<file path="src/rtl/bm_logic_rr_sched_pkg.sv">
// Shared opcode encoding and default width for the round-robin logic-unit scheduler.
package bm_logic_rr_sched_pkg;

  localparam int BITS_DEF = 2;

  typedef enum logic [1:0] {
    OP_AND  = 2'b00,
    OP_OR   = 2'b01,
    OP_XOR  = 2'b10,
    OP_ANDN = 2'b11
  } op_e;

endpackage

</file>
<file path="src/rtl/bm_logic_unit.sv">
// Two-stage shared bitwise datapath: S1 captures the issued op, S2 evaluates and registers the tagged result.
module bm_logic_unit
  import bm_logic_rr_sched_pkg::*;
#(
  parameter int BITS = BITS_DEF,
  parameter int IDW  = 2
) (
  input  logic            clock,
  input  logic            reset,
  input  logic            vld,
  input  logic [IDW-1:0]  id,
  input  logic [1:0]      op,
  input  logic [BITS-1:0] a,
  input  logic [BITS-1:0] b,
  output logic            s1_vld,
  output logic            res_valid,
  output logic [IDW-1:0]  res_id,
  output logic [BITS-1:0] res_data
);

  logic            s1_vld_r;
  logic [IDW-1:0]  s1_id_r;
  logic [1:0]      s1_op_r;
  logic [BITS-1:0] s1_a_r;
  logic [BITS-1:0] s1_b_r;
  logic            res_valid_r;
  logic [IDW-1:0]  res_id_r;
  logic [BITS-1:0] res_data_r;

  function automatic logic [BITS-1:0] logic_op(input logic [1:0] f_op,
                                               input logic [BITS-1:0] f_a,
                                               input logic [BITS-1:0] f_b);
    case (op_e'(f_op))
      OP_AND:  logic_op = f_a & f_b;
      OP_OR:   logic_op = f_a | f_b;
      OP_XOR:  logic_op = f_a ^ f_b;
      OP_ANDN: logic_op = f_a & ~f_b;
      default: logic_op = '0;
    endcase
  endfunction

  // S1: capture the granted operation; payload only moves when a new op arrives
  always_ff @(posedge clock or posedge reset) begin
    if (reset) begin
      s1_vld_r <= 1'b0;
      s1_id_r  <= '0;
      s1_op_r  <= 2'b00;
      s1_a_r   <= '0;
      s1_b_r   <= '0;
    end else begin
      s1_vld_r <= vld;
      if (vld) begin
        s1_id_r <= id;
        s1_op_r <= op;
        s1_a_r  <= a;
        s1_b_r  <= b;
      end
    end
  end

  // S2: result register; id/data keep their last value on idle cycles
  always_ff @(posedge clock or posedge reset) begin
    if (reset) begin
      res_valid_r <= 1'b0;
      res_id_r    <= '0;
      res_data_r  <= '0;
    end else begin
      res_valid_r <= s1_vld_r;
      if (s1_vld_r) begin
        res_id_r   <= s1_id_r;
        res_data_r <= logic_op(s1_op_r, s1_a_r, s1_b_r);
      end
    end
  end

  assign s1_vld    = s1_vld_r;
  assign res_valid = res_valid_r;
  assign res_id    = res_id_r;
  assign res_data  = res_data_r;

endmodule

</file>
<file path="src/rtl/bm_logic_rr_sched.sv">
// Round-robin arbiter issuing at most one requester op per cycle into a shared pipelined logic unit.
module bm_logic_rr_sched
  import bm_logic_rr_sched_pkg::*;
#(
  parameter int BITS = BITS_DEF,
  parameter int NREQ = 4,
  parameter int IDW  = 2
) (
  input  logic              clock,
  input  logic              reset,
  input  logic              hold,
  input  logic [NREQ-1:0]   req,
  input  logic [NREQ*BITS-1:0] a_bus,
  input  logic [NREQ*BITS-1:0] b_bus,
  input  logic [NREQ*2-1:0] op_bus,
  output logic [NREQ-1:0]   gnt,
  output logic              res_valid,
  output logic [IDW-1:0]    res_id,
  output logic [BITS-1:0]   res_data,
  output logic              busy
);

  logic [IDW-1:0]  ptr_r;
  logic [IDW-1:0]  idx_s;
  logic [IDW-1:0]  gnt_id_s;
  logic            found_s;
  logic [BITS-1:0] a_sel_s;
  logic [BITS-1:0] b_sel_s;
  logic [1:0]      op_sel_s;
  logic            s1_vld_s;

  // Priority scan starting at the pointer; reset and hold suppress any grant
  always_comb begin
    found_s  = 1'b0;
    gnt_id_s = '0;
    idx_s    = '0;
    if (!reset && !hold) begin
      for (int i = 0; i < NREQ; i++) begin
        idx_s = ptr_r + IDW'(i);
        if (!found_s && req[idx_s]) begin
          found_s  = 1'b1;
          gnt_id_s = idx_s;
        end else begin
          found_s  = found_s;
          gnt_id_s = gnt_id_s;
        end
      end
    end else begin
      found_s  = 1'b0;
      gnt_id_s = '0;
    end
  end

  assign gnt      = found_s ? (NREQ'(1) << gnt_id_s) : '0;
  assign a_sel_s  = a_bus[int'(gnt_id_s)*BITS +: BITS];
  assign b_sel_s  = b_bus[int'(gnt_id_s)*BITS +: BITS];
  assign op_sel_s = op_bus[int'(gnt_id_s)*2 +: 2];

  // Pointer moves just past the winner so it drops to lowest priority next cycle
  always_ff @(posedge clock or posedge reset) begin
    if (reset) begin
      ptr_r <= '0;
    end else if (found_s) begin
      ptr_r <= gnt_id_s + IDW'(1);
    end else begin
      ptr_r <= ptr_r;
    end
  end

  bm_logic_unit #(
    .BITS (BITS),
    .IDW  (IDW)
  ) u_unit (
    .clock     (clock),
    .reset     (reset),
    .vld       (found_s),
    .id        (gnt_id_s),
    .op        (op_sel_s),
    .a         (a_sel_s),
    .b         (b_sel_s),
    .s1_vld    (s1_vld_s),
    .res_valid (res_valid),
    .res_id    (res_id),
    .res_data  (res_data)
  );

  assign busy = (|req) | s1_vld_s | res_valid;

endmodule

</file>
<file path="config.mk">
export PLATFORM = sky130hd
export DESIGN_NAME = bm_logic_rr_sched
export DESIGN_NICKNAME = d
export VERILOG_FILES = /design/src/rtl/bm_logic_rr_sched_pkg.sv /design/src/rtl/bm_logic_unit.sv /design/src/rtl/bm_logic_rr_sched.sv
export SDC_FILE = /design/constraint.sdc
export NUM_CORES = 1
export LEC_CHECK = 0
export CORE_MARGIN = 2
export CORE_UTILIZATION = 54
export CTS_BUF_LIST = sky130_fd_sc_hd__clkbuf_16
export DETAILED_ROUTE_END_ITERATION = 8
export DONT_BUFFER_PORTS = 1
export PLACE_DENSITY = 0.69
export SYNTH_ARGS = -nofsm -noshare
export SYNTH_HDL_FRONTEND = slang
export SYNTH_HIERARCHICAL = 1
export SYNTH_SLANG_ARGS = --single-unit
</file>
<file path="constraint.sdc">
create_clock -name clock -period 3.94 [get_ports clock]
set_input_delay 0.788 -clock clock [delete_from_list [all_inputs] [get_ports clock]]
set_output_delay 0.788 -clock clock [all_outputs]
set_load 0.02 [all_outputs]
</file>
# == After elaboration in Yosys (flattened, before gate mapping) ==
# Index checks and enable logic that the tools add are counted.
# classes
magnitude_cmp,4
mux,23
eq_ne,3
n_reduce_logical,11
n_bitwise,7
n_addsub,4
shift,4
# ops
cell,n
$shiftx 8x4->2,3
$lt 2x3->1 const B,4
$mux 1,12
$mux 2,5
$bmux 1 s2,4
$pmux 2 s4,1
$logic_not 1->1,5
$add 2x1->2 const B,2
$add 2x2->2 const B,2
$and 2x2->2,2
$eq 2x2->1 const B,2
$logic_and 1x1->1,4
$mux 4,1
$reduce_or 4->1,1
$shl 1x2->4 const A,1
$eq 2x1->1 const B,1
$logic_not 2->1,1
$not 2->2,1
$or 1x1->1,2
$or 2x2->2,1
$xor 2x2->2,1
# word_totals
input_bits,31
wordCells,65
out_inout_bits,10
reg_bits,16

# == Logic depth before layout (Yosys ltp) ==
# depth
word_depth,18
depth_mapped,7
ltp_nobuf,6

# == Cells and area by module ==
# The synthesis kept the hierarchy.
# by_module_without_submodules
module,instances,area_per_inst_um2,cells_each,seq_area_each_um2
bm_logic_unit,1,626.9,57,350.3
bm_logic_rr_sched,1,380.4,37,50.0

# == Worst setup path after synthesis ==
# OpenSTA, ideal clock, no wires.
# synth_path
path_type,in2out
from,in req[2]
to,out gnt[0]
cell_stages,5
t_arrival_ns,1.971
slack_ns,1.181
required_ns,3.152
path_buffers,1
cell_sequence,nor2b_1 a221o_1 and2_1 buf_6 nor3_1
# synth_via
elab_chain_len,18
elab_cells_between_ends,29
classes_between,shift: 1; mux: 22; reduce/logical: 6
# synth_rtl
item,line_no,source
start: declaration,bm_logic_rr_sched.sv:12,"input logic [NREQ-1:0] req,"
$bmux 1 s2,bm_logic_rr_sched.sv:40,if (!found_s && req[idx_s]) begin
$mux 1 (not written as such),bm_logic_rr_sched.sv:40,
$mux 1,bm_logic_rr_sched.sv:40,
$mux 1,bm_logic_rr_sched.sv:37,if (!reset && !hold) begin
$logic_not 1->1,bm_logic_rr_sched.sv:40,
$logic_and 1x1->1,bm_logic_rr_sched.sv:40,
$mux 1,bm_logic_rr_sched.sv:40,
$mux 1,bm_logic_rr_sched.sv:37,
[... 3 more ...],-,
$mux 1,bm_logic_rr_sched.sv:37,
$logic_not 1->1,bm_logic_rr_sched.sv:40,
$logic_and 1x1->1,bm_logic_rr_sched.sv:40,
$mux 2 (*),bm_logic_rr_sched.sv:40,
$mux 2 (*),bm_logic_rr_sched.sv:37,
net gnt_id_s[1],bm_logic_rr_sched.sv:25,logic [IDW-1:0] gnt_id_s;
$shl 1x2->4 (*),bm_logic_rr_sched.sv:54,assign gnt = found_s ? (NREQ'(1) << gnt_id_s) : '0;
$mux 4 (*),bm_logic_rr_sched.sv:54,
end: declaration,bm_logic_rr_sched.sv:16,"output logic [NREQ-1:0] gnt,"
# The timed path passes the listed nets; every way through them passes the cells marked *. The select of a mux whose other input is x is not followed.

# == Worst setup path after layout ==
# layout_path
from,reg ptr_r[1]
to,out gnt[3]
# layout_via
elab_chain_len,18
elab_cells_between_ends,32
classes_between,add/sub: 3; shift: 1; mux: 22; reduce/logical: 6
# layout_rtl
item,line_no,source
start: declaration,bm_logic_rr_sched.sv:23,logic [IDW-1:0] ptr_r;
start signal: assignment,bm_logic_rr_sched.sv:64,ptr_r <= gnt_id_s + IDW'(1);
start signal: assignment,bm_logic_rr_sched.sv:66,ptr_r <= ptr_r;
$bmux 1 s2,bm_logic_rr_sched.sv:40,
$mux 1 (not written as such),bm_logic_rr_sched.sv:40,
$mux 1,bm_logic_rr_sched.sv:40,
$mux 1,bm_logic_rr_sched.sv:37,
$logic_not 1->1,bm_logic_rr_sched.sv:40,
$logic_and 1x1->1,bm_logic_rr_sched.sv:40,
$mux 1,bm_logic_rr_sched.sv:40,
$mux 1,bm_logic_rr_sched.sv:37,
[... 3 more ...],-,
$mux 1,bm_logic_rr_sched.sv:37,
$logic_not 1->1,bm_logic_rr_sched.sv:40,
$logic_and 1x1->1,bm_logic_rr_sched.sv:40,
$mux 2 (*),bm_logic_rr_sched.sv:40,
$mux 2 (*),bm_logic_rr_sched.sv:37,
net gnt_id_s[0],bm_logic_rr_sched.sv:25,
$shl 1x2->4 (*),bm_logic_rr_sched.sv:54,
$mux 4 (*),bm_logic_rr_sched.sv:54,
# Marked as above.

==> run summary <==
I/O pin total = 41
Inserted Clock Buffers = 3
DRC Markers = 0
post-DP HPWL = 1600 µm
Worst setup EP type = output pin
post-CTS setup buffer count = 0
cell with the most instances after synthesis = dfrtp_1
Internal = 384 µW
syn nets = 130
top cells by count, synth = dfrtp_1, inv_1, nand2_1
Mapped Area = 1010 µm²
setup TNS = 0 ns
root buffer cell = clkbuf_16
status = complete, no violations
relative max-transition margin = 0.502
Max Cap Viol = 0
fin. max-slew vios = 0
core area = 1750 µm²
sw power = 155 µW
Synth Area per Inst = 10.7 µm²
post-CTS resize count = 0
die height = 47.2 µm
Tot Pwr = 539 µW
Startpoint Class = register
total routed wirelength = 2070 µm
Reg area = 400 µm²
Worst Path Class, Setup = reg -> out
Design Area, Final = 1100 µm²
leakage power = 0.483 nW
largest area contributor in the synthesized netlist = dfrtp_1
Rows = 15
CP Cell Sequence = mux2i_1 > o221ai_1 > nor2_1 > and2_2
port buffer count = 0
Critical Path Fanout Max = 10
drt first pass iters = 4
Total Routing Usage GR = 0.217
Final Cycle Share = 0.732
r2r startpoint = ptr_r[1]
largest net degree at the start of global routing = 16
Hold Fails Final Rpt = 0
Die X = 47.2 µm
vias in the first global route = 703
drt initial violations = 13
Final setup viols = 0
DR WL/cell = 17.3 µm
Layout area overhead = 8.94%
clk sinks = 16
antenna fix cells = 0
power share of the sequential group = 0.427
H-tree depth = 1
global-route wire length before repair = 3180 µm
WP data required = 3.15 ns
GPL Wtd Cong = 0.888
CTS tree = done
Peak VDD IR = 0.452 mV
cts hold-fix bufs = 0
Worst Hold Class = in -> async
Slew @ Worst Pin = 0.744 ns
filler cell count = 136
maximum clock insertion buffer count = 2
gate count of the mapped netlist = 94
antenna violations before repair = 0
Sw Share = 0.288
share of cells above drive strength 1 = 0.200
unrepaired setup endpoints after global routing = no
clk_lat worst skew = 0.24 ns
skew final = 0.00281 ns
main flop type after synthesis = dfrtp_1
Final #Nets = 133
Tmin final = 2.88 ns
Post-synth EDFFs = 0
Yosys reg bits = 16
Reg clk slew, reported paths = 0.04 ns
Distinct cells, synth = 29
area of the multi-input gates = 546 µm²
YS warnings = 6
Final ANT Viol Nets = 0
Placement Cell Area = 1020 µm²
routed via count = 698
Setup crit start = ptr_r[1]
sequential area share after synthesis = 0.398
Logic pwr share = 0.220
die area = 2230 µm²
Via density = 5.82
P per Cell Area = 491 nW/µm²
slowest stage delay, CP = 0.62 ns
Final Util = 0.629
Post-synth ARST share = 1.00
top-area cell type share of the netlist area = 0.398
f_max = 347 MHz
Critical Path AT = 2.10 ns
Initial Util = 0.577
Synth area leaders = dfrtp_1, mux4_2, ha_1
Clock Power Share = 0.353
grt ovf = 0
Crit-path slowest cell = nor2_1
## metal layers
metal,track usage,share of wire,vias to the layer above
li1,-,-,336
met1,0.226,0.37,339
met2,0.381,0.55,21
met3,0.115,0.081,2
met4,0.0611,0.0034,0
met5,0,0,-
## power by group through the flow
stage | clock network (mW) | registers, mW | logic (mW)
2_1_floorplan | 0 | 0.226 | 0.102
3_3_place_gp | 0 | 0.230 | 0.113
3_5_place_dp | 0 | 0.232 | 0.117
4_1_cts | 0.197 | 0.230 | 0.119
5_1_grt | 0.206 | 0.235 | 0.131
6_report | 0.190 | 0.230 | 0.118
## sequential cells by signal, summed over array words and instances (netlist names)
signal / cells
u_unit/res_valid: 1
u_unit/res_data: 2
u_unit/s1_op_r: 2
u_unit/s1_a_r: 2
ptr_r: 2
u_unit/s1_id_r: 2
u_unit/res_id: 2
u_unit/s1_b_r: 2
u_unit/s1_vld: 1
## logic make-up (layout without fill, tap and decap cells)
group | Yosys count | count (layout) | synth area share
xor+xnor | 2 | 2 | 0.0174
simple gates | 27 | 27 | 0.130
fa+ha+maj | 5 | 5 | 0.0621
mux | 11 | 11 | 0.189
buf+inv | 14 | 15 | 0.0609
compound gates | 19 | 19 | 0.143
flops | 16 | 16 | 0.398
## cell usage in the layout, fill, tap and decap left out
| cell type | n |
|---|---|
| xnor2_1 | 2 |
| nor3_1 | 1 |
| a221o_1 | 1 |
| mux2i_1 | 1 |
| o21ai_0 | 6 |
| a21oi_1 | 4 |
| dfrtp_1 | 16 |
| o221ai_1 | 1 |
| ha_1 | 5 |
| clkbuf_16 | 3 |
| o22a_2 | 2 |
| nand3_1 | 1 |
| and2_1 | 1 |
| or3_1 | 1 |
| or4_1 | 1 |
| nand2_1 | 12 |
| nor2_1 | 3 |
| o211ai_1 | 1 |
| and2_2 | 1 |
| a2111oi_4 | 1 |
| nand2b_1 | 3 |
| inv_1 | 12 |
| mux2_2 | 4 |
| mux4_2 | 6 |
| a211o_2 | 1 |
| nor2b_1 | 2 |
| nand2_2 | 1 |
| o21ai_1 | 2 |
## worst paths after layout
check                                    endpoint  slack (ns)  cells past startpoint
max in group asynchronous       u_unit/s1_op_r[1]        3.13                      1
min in group clock               u_unit/res_id[0]        0.50                      1
worst min register to register   u_unit/res_id[0]        0.50                      1
worst max-delay path                       gnt[3]        1.06                      4
worst max register to register  u_unit/s1_op_r[0]        1.60                      6
worst min-delay path                     ptr_r[0]        0.28                      1
## critical path: cells and delay by family (launching register included)
kind / cells / cell delay (ns)
simple gates: 2 / 0.96
mux: 1 / 0.23
compound gates: 1 / 0.19
flops: 1 / 0.47
## stage by stage
stage               hold slack [ns]  worst slack [ns]  std cells
floorplan                     0.473              1.18         94
global placement              0.485              1.08        117
detailed placement            0.492              1.06        117
CTS                           0.279              1.06        120
global route                  0.288             0.870        120
finish                        0.284              1.06        120
## cell type report
type	count	area share
well taps	25	0.0285
multi-input cells	64	0.497
inverters	12	0.0410
clock buffers	3	0.0684
flip-flops and latches	16	0.365
(Power assumes the default switching activity.)
